## config.mk

```make
export PLATFORM = sky130hd
export DESIGN_NAME = bridge_bus_arbiter
export DESIGN_NICKNAME = d
export VERILOG_FILES = /design/src/rtl/bridge_bus_arbiter.sv
export SDC_FILE = /design/constraint.sdc
export NUM_CORES = 1
export LEC_CHECK = 0
export CORE_ASPECT_RATIO = 1.5
export CORE_UTILIZATION = 40
export DETAILED_ROUTE_END_ITERATION = 16
export GPL_ROUTABILITY_DRIVEN = 0
export PLACE_DENSITY = 0.81
export SLEW_MARGIN = 40
export SYNTH_ARGS = -nofsm -noshare
export SYNTH_HDL_FRONTEND = slang
export SYNTH_SLANG_ARGS = --single-unit
```

## constraint.sdc

```tcl
create_clock -name clk -period 2 [get_ports clk]
set_input_delay 0.4 -clock clk [delete_from_list [all_inputs] [get_ports clk]]
set_output_delay 0.4 -clock clk [all_outputs]
set_load 0.01 [all_outputs]
```

## src/rtl/bridge_bus_arbiter.sv

```systemverilog
// Round-robin arbiter/sequencer for two requesters sharing the serial-bridge register bus.
// Optional WAIT timeout is compiled in with `define BUS_ARB_TIMEOUT_EN.
module bridge_bus_arbiter #(
    parameter int ADDR_WIDTH = 16,
    parameter int DATA_WIDTH = 16,
    parameter int TIMEOUT    = 255
) (
    input  logic                  clk,
    input  logic                  rst_n,

    input  logic                  r0_valid,
    output logic                  r0_ready,
    input  logic [ADDR_WIDTH-1:0] r0_addr,
    input  logic [DATA_WIDTH-1:0] r0_wdata,
    input  logic                  r0_rw,
    output logic                  r0_resp_valid,
    output logic [DATA_WIDTH-1:0] r0_rdata,
    output logic                  r0_err,

    input  logic                  r1_valid,
    output logic                  r1_ready,
    input  logic [ADDR_WIDTH-1:0] r1_addr,
    input  logic [DATA_WIDTH-1:0] r1_wdata,
    input  logic                  r1_rw,
    output logic                  r1_resp_valid,
    output logic [DATA_WIDTH-1:0] r1_rdata,
    output logic                  r1_err,

    output logic [ADDR_WIDTH-1:0] bus_addr_o,
    output logic [DATA_WIDTH-1:0] bus_wdata_o,
    output logic                  bus_rw_o,
    output logic                  bus_valid_o,
    input  logic [DATA_WIDTH-1:0] bus_rdata_i,
    input  logic                  bus_resp_valid_i,
    output logic                  owner_o
);

    // state | meaning
    // IDLE  | no transaction; grant offered to requesters
    // ISSUE | bus strobe cycle; responses ignored
    // WAIT  | awaiting chain response (or timeout)
    localparam logic [1:0] ST_IDLE  = 2'd0;
    localparam logic [1:0] ST_ISSUE = 2'd1;
    localparam logic [1:0] ST_WAIT  = 2'd2;

    logic [1:0]            state_q, state_d;
    logic                  last_grant_q, last_grant_d;
    logic                  owner_q, owner_d;
    logic                  run_q;
    logic [ADDR_WIDTH-1:0] bus_addr_q, bus_addr_d;
    logic [DATA_WIDTH-1:0] bus_wdata_q, bus_wdata_d;
    logic                  bus_rw_q, bus_rw_d;
    logic                  bus_valid_q, bus_valid_d;
    logic                  resp0_q, resp0_d, resp1_q, resp1_d;
    logic [DATA_WIDTH-1:0] rdata0_q, rdata0_d, rdata1_q, rdata1_d;
    logic                  grant, accept;

`ifdef BUS_ARB_TIMEOUT_EN
    localparam logic [15:0] TO_LAST = 16'(TIMEOUT - 1);
    logic [15:0] cnt_q, cnt_d;
    logic        err0_q, err0_d, err1_q, err1_d;
`else
    logic unused_timeout;
    assign unused_timeout = ^16'(TIMEOUT);
`endif

    // Tie goes to the requester that did not win last; a lone requester always wins.
    assign grant  = (r0_valid && r1_valid) ? ~last_grant_q : r1_valid;
    // run_q keeps ready low until the first clock after reset release.
    assign accept = run_q && (state_q == ST_IDLE) && (r0_valid || r1_valid);

    assign r0_ready = accept && !grant;
    assign r1_ready = accept && grant;

    always_comb begin
        state_d      = state_q;
        last_grant_d = last_grant_q;
        owner_d      = owner_q;
        bus_addr_d   = bus_addr_q;
        bus_wdata_d  = bus_wdata_q;
        bus_rw_d     = bus_rw_q;
        bus_valid_d  = 1'b0;
        resp0_d      = 1'b0;
        resp1_d      = 1'b0;
        rdata0_d     = rdata0_q;
        rdata1_d     = rdata1_q;
`ifdef BUS_ARB_TIMEOUT_EN
        cnt_d        = cnt_q;
        err0_d       = err0_q;
        err1_d       = err1_q;
`endif
        case (state_q)
            ST_IDLE: begin
                if (accept) begin
                    bus_addr_d   = grant ? r1_addr  : r0_addr;
                    bus_wdata_d  = grant ? r1_wdata : r0_wdata;
                    bus_rw_d     = grant ? r1_rw    : r0_rw;
                    bus_valid_d  = 1'b1;
                    owner_d      = grant;
                    last_grant_d = grant;
                    state_d      = ST_ISSUE;
                end
            end
            ST_ISSUE: begin
                state_d = ST_WAIT;
`ifdef BUS_ARB_TIMEOUT_EN
                cnt_d   = 16'd0;
`endif
            end
            ST_WAIT: begin
                if (bus_resp_valid_i) begin
                    if (owner_q) begin
                        resp1_d  = 1'b1;
                        rdata1_d = bus_rdata_i;
`ifdef BUS_ARB_TIMEOUT_EN
                        err1_d   = 1'b0;
`endif
                    end else begin
                        resp0_d  = 1'b1;
                        rdata0_d = bus_rdata_i;
`ifdef BUS_ARB_TIMEOUT_EN
                        err0_d   = 1'b0;
`endif
                    end
                    state_d = ST_IDLE;
                end
`ifdef BUS_ARB_TIMEOUT_EN
                else if (cnt_q == TO_LAST) begin
                    if (owner_q) begin
                        resp1_d  = 1'b1;
                        rdata1_d = '0;
                        err1_d   = 1'b1;
                    end else begin
                        resp0_d  = 1'b1;
                        rdata0_d = '0;
                        err0_d   = 1'b1;
                    end
                    state_d = ST_IDLE;
                end else begin
                    cnt_d = cnt_q + 16'd1;
                end
`endif
            end
            default: state_d = ST_IDLE;
        endcase
    end

    always_ff @(posedge clk or negedge rst_n) begin
        if (!rst_n) begin
            state_q      <= ST_IDLE;
            last_grant_q <= 1'b1;
            owner_q      <= 1'b0;
            run_q        <= 1'b0;
            bus_addr_q   <= '0;
            bus_wdata_q  <= '0;
            bus_rw_q     <= 1'b0;
            bus_valid_q  <= 1'b0;
            resp0_q      <= 1'b0;
            resp1_q      <= 1'b0;
            rdata0_q     <= '0;
            rdata1_q     <= '0;
`ifdef BUS_ARB_TIMEOUT_EN
            cnt_q        <= 16'd0;
            err0_q       <= 1'b0;
            err1_q       <= 1'b0;
`endif
        end else begin
            state_q      <= state_d;
            last_grant_q <= last_grant_d;
            owner_q      <= owner_d;
            run_q        <= 1'b1;
            bus_addr_q   <= bus_addr_d;
            bus_wdata_q  <= bus_wdata_d;
            bus_rw_q     <= bus_rw_d;
            bus_valid_q  <= bus_valid_d;
            resp0_q      <= resp0_d;
            resp1_q      <= resp1_d;
            rdata0_q     <= rdata0_d;
            rdata1_q     <= rdata1_d;
`ifdef BUS_ARB_TIMEOUT_EN
            cnt_q        <= cnt_d;
            err0_q       <= err0_d;
            err1_q       <= err1_d;
`endif
        end
    end

    assign bus_addr_o    = bus_addr_q;
    assign bus_wdata_o   = bus_wdata_q;
    assign bus_rw_o      = bus_rw_q;
    assign bus_valid_o   = bus_valid_q;
    assign owner_o       = owner_q;
    assign r0_resp_valid = resp0_q;
    assign r1_resp_valid = resp1_q;
    assign r0_rdata      = rdata0_q;
    assign r1_rdata      = rdata1_q;
`ifdef BUS_ARB_TIMEOUT_EN
    assign r0_err        = err0_q;
    assign r1_err        = err1_q;
`else
    assign r0_err        = 1'b0;
    assign r1_err        = 1'b0;
`endif

endmodule

```

==> results of run 1 <==
cell families after synthesis:
group / Yosys count / synth area share, %
muxes: 33 / 12.11
other: 2 / 0.2448
buffers and inverters: 28 / 4.935
DFF: 73 / 59.58
AOI/OAI and AO/OA: 36 / 11.91
and+or+nand+nor: 74 / 11.22
final timing paths:
path                                         endpoint                     from  cells after the start  slack (ns)
min in group clk              r1_rdata[6]$_DFFE_PN0P_  r1_rdata[6]$_DFFE_PN0P_                      1        0.50
max                                          r0_ready   state_q[1]$_DFFE_PN0P_                      3        0.05
max reg2reg                bus_wdata_o[4]$_DFFE_PN0P_   state_q[1]$_DFFE_PN0P_                      5        0.07
min reg2reg                   r1_rdata[6]$_DFFE_PN0P_  r1_rdata[6]$_DFFE_PN0P_                      1        0.50
max in group asynchronous     r1_rdata[5]$_DFFE_PN0P_                    rst_n                      1        1.48
min                           r0_rdata[3]$_DFFE_PN0P_                    rst_n                      1        0.05
cell type report:
cell class              count  area share (%)
flip-flops and latches     73           36.32
well taps                 100           2.486
clock inverters             1          0.5966
inverters                   4          0.2983
multi-input cells         146           22.37
clock buffers              15           3.903
repair buffers            172           34.03
power groups by stage:
| stage | logic (mW) | clock network [mW] | registers [mW] |
|---|---|---|---|
| floorplan | 0.828 | 0 | 2.76 |
| global placement | 2.76 | 0 | 2.51 |
| detailed placement | 2.82 | 0 | 2.51 |
| CTS | 2.82 | 1.30 | 2.51 |
| global route | 2.98 | 1.37 | 2.58 |
| finish | 2.79 | 1.26 | 2.51 |
worst max-delay path: cells and delay by family (launching register included):
| kind | cells | cell delay, ns |
|---|---|---|
| and+or+nand+nor | 2 | 0.66 |
| DFF | 1 | 0.38 |
| buffers and inverters | 1 | 0.16 |
stage by stage:
| stage | hold slack (ns) | area, um2 | TNS, ns |
|---|---|---|---|
| 6_report | 0.04958 | 5034 | 0 |
| 5_1_grt | 0.1016 | 5034 | -0.02651 |
| 4_1_cts | 0.07833 | 5031 | -0.01172 |
| 3_5_place_dp | 0.4552 | 4801 | -2.593 |
| 3_3_place_gp | 0.4869 | 4797 | -2.134 |
| 2_1_floorplan | 0.1044 | 3072 | 0 |
repair_timing:
item	4_1_cts	5_1_grt
gates resized for setup	11	1
hold endpoints to repair	0	0
pin swaps	3	2
setup endpoints to repair	35	21
sequential cells by signal (all words and copies together), names as in the netlist, 2 cells and up:
register and cells:
bus_addr_o 16, bus_wdata_o 16, r0_rdata 16, r1_rdata 16
state_q 2
cell usage in the layout, fill, tap and decap left out:
cell type	n
or2_4	1
nor2_1	2
clkbuf_1	1
buf_6	1
conb_1	3
a221o_1	33
buf_12	3
a211oi_4	1
nor4bb_4	1
buf_4	12
nor3b_4	1
clkbuf_8	14
bufinv_16	1
nand4b_1	1
dfstp_2	1
a21o_1	2
mux2_2	33
nor2b_2	1
inv_1	4
clkdlybuf4s50_1	154
or3b_4	1
nor3_1	33
nand2_1	33
dfrtp_1	72
buf_2	2
layer usage:
layer	vias to the layer above	global-route usage, %	share of wire, %
met4	0	8.516	1.9
met2	130	36.63	53
met5	-	0	0
li1	1210	-	-
met3	11	9.889	9.0
met1	1260	23.64	36
==> results.py, run 1 <==
metrics = {
    "yosys": {
        "synth.yosys.seq_area_share_pct": 59.58,
        "synth_edf_count": 0,
        "flop_and_latch_count_out_of_synthesis": 73,
        "yosys.area.top_type": "dfrtp_1",
        "synth_warn": 0,
        "synth_area_leaders": "dfrtp_1, mux2_2, a221o_1, nor3_1, nand2_1",
        "postSynthAreaPerCell_um2": 12.47,
        "synth.distinct_cells": 21,
        "postSynth.asyncResetShare_pct": 100.0,
        "netlist_instances": 246,
        "mappedNetlistArea_um2": 3068,
        "yosys-top-cells-count": "dfrtp_1, a221o_1, mux2_2, nand2_1, nor3_1",
        "main_flop_type_after_synthesis": "dfrtp_1",
        "yosys.cell_count.top_type": "dfrtp_1",
        "synth_top_cell_area_share_pct": 58.73,
    },
    "pwr": {
        "power.static_leakage_nw": 2.146,
        "worst_vdd_ir_mv": 0.6335,
        "pwr-share-comb_pct": 42.6,
        "p_total_mw": 6.560,
        "intPower_mw": 4.639,
        "p_seq_share_pct": 38.2,
        "p_clk_share_pct": 19.2,
        "cellPowerDensity_nw_per_um2": 1303,
        "power.switching_mw": 1.921,
        "sw_frac_of_total_pct": 29.28,
    },
    "timing": {
        "worst_clock_skew_ns": 0.008525,
        "relSlewSlack_pct": 56.84,
        "maxClockFrequency_mhz": 512.1,
        "grt_setup_unrepaired": "yes",
        "final-hold-violation-count": 0,
        "setup_slack_ns": 0.04735,
        "min_period_ns": 1.953,
        "slew_viol_final": 0,
        "worst_slew_pin_slew_ns": 0.6474,
        "finalSetupViolations": 0,
        "post-route-period-util_pct": 97.63,
    },
    "layout": {
        "layout.nets": 493,
        "fill_cells": 561,
        "area_of_the_multi_input_gates_um2": 1126,
        "antenna_cells": 0,
        "register_area_um2": 1828,
        "final_util_pct": 68.75,
        "post_route_cells_drive_above_1_share_pct": 17.76,
        "synthToLayoutAreaGrowth_pct": 64.07,
        "final_cell_count_no_fill": 511,
    },
    "placement": {
        "dp_slack_ns": -0.3240,
        "dp_hpwl_um": 5984,
        "buffers_on_ports": 157,
        "dp_cells": 495,
    },
    "setup_path": {
        "criticalPathCategory": "flip-flop to output pin",
        "critical_path.max_stage_delay_ns": 0.45,
        "worstSetupStartpointType": "flip-flop",
        "crit_path_max_fanout": 4,
        "critPathArrivalTime_ns": 1.55,
        "cp_slowest_cell": "or3b_4",
        "cp_cell_sequence": "or3b_4, nor3b_4, buf_2",
        "endpoint_kind": "output pin",
        "cp.required_ns": 1.60,
    },
    "global_routing": {
        "globalRoute.totalOverflow": 0,
        "grt_pass1_wl_um": 12940,
        "globalRouteTotalUtil_pct": 21.80,
        "largest_net_degree_at_the_start_of_global_routing": 74,
        "first_global_vias": 2690,
        "initial_antenna_violation_count": 0,
    },
    "die": {
        "die-height_um": 109.3,
        "initial_util_pct": 41.90,
        "die_w_um": 73.51,
        "design.portCount": 160,
        "floorplan.core_area_um2": 7322,
        "std_cell_rows": 38,
        "dieArea_um2": 8031,
    },
    "clock_network": {
        "cts_clock_pin_slew_for_the_worst_setup_and_hold_paths_ns": 0.07,
        "ctsLongestPathBuffers": 2,
        "post_cts.repair.setup_buffers": 0,
        "cts_tree": "yes",
        "postCtsHoldBufs": 0,
        "tritoncts_sinks": 73,
        "cts-buffers-inserted": 9,
        "htreeDepth": 3,
        "clock_insertion_delay_worst_skew_ns": 0.34,
        "ctsRootBufferMaster": "clkbuf_8",
    },
    "routing": {
        "via_per_inst": 5.110,
        "wire_per_inst_um": 16.28,
        "antenna_violating_nets_post_route": 0,
        "routed-via-count": 2611,
        "drt_first_iter_violations": 103,
        "wl_um": 8318,
        "drtPass1Iterations": 4,
        "post-route-drc-count": 0,
    },
    "job": {
        "max-cap-violations": 0,
    },
    "min_path": {
        "hold_path.class": "input pin to async pin",
    },
    "run_status": {
        "run_status": "complete, no violations",
    },
}
No activity file was read; power rests on OpenSTA's default activity.
==> inputs of run 2 (changes only) <==
--- a/config.mk
+++ b/config.mk
@@ -5,6 +5,7 @@
 export SDC_FILE = /design/constraint.sdc
 export NUM_CORES = 1
 export LEC_CHECK = 0
+export CAP_MARGIN = 25
 export CORE_ASPECT_RATIO = 1.5
 export CORE_UTILIZATION = 40
 export DETAILED_ROUTE_END_ITERATION = 16
==> results of run 2 <==
No change in the layout: final DEF, timing and power equal those of run 1.
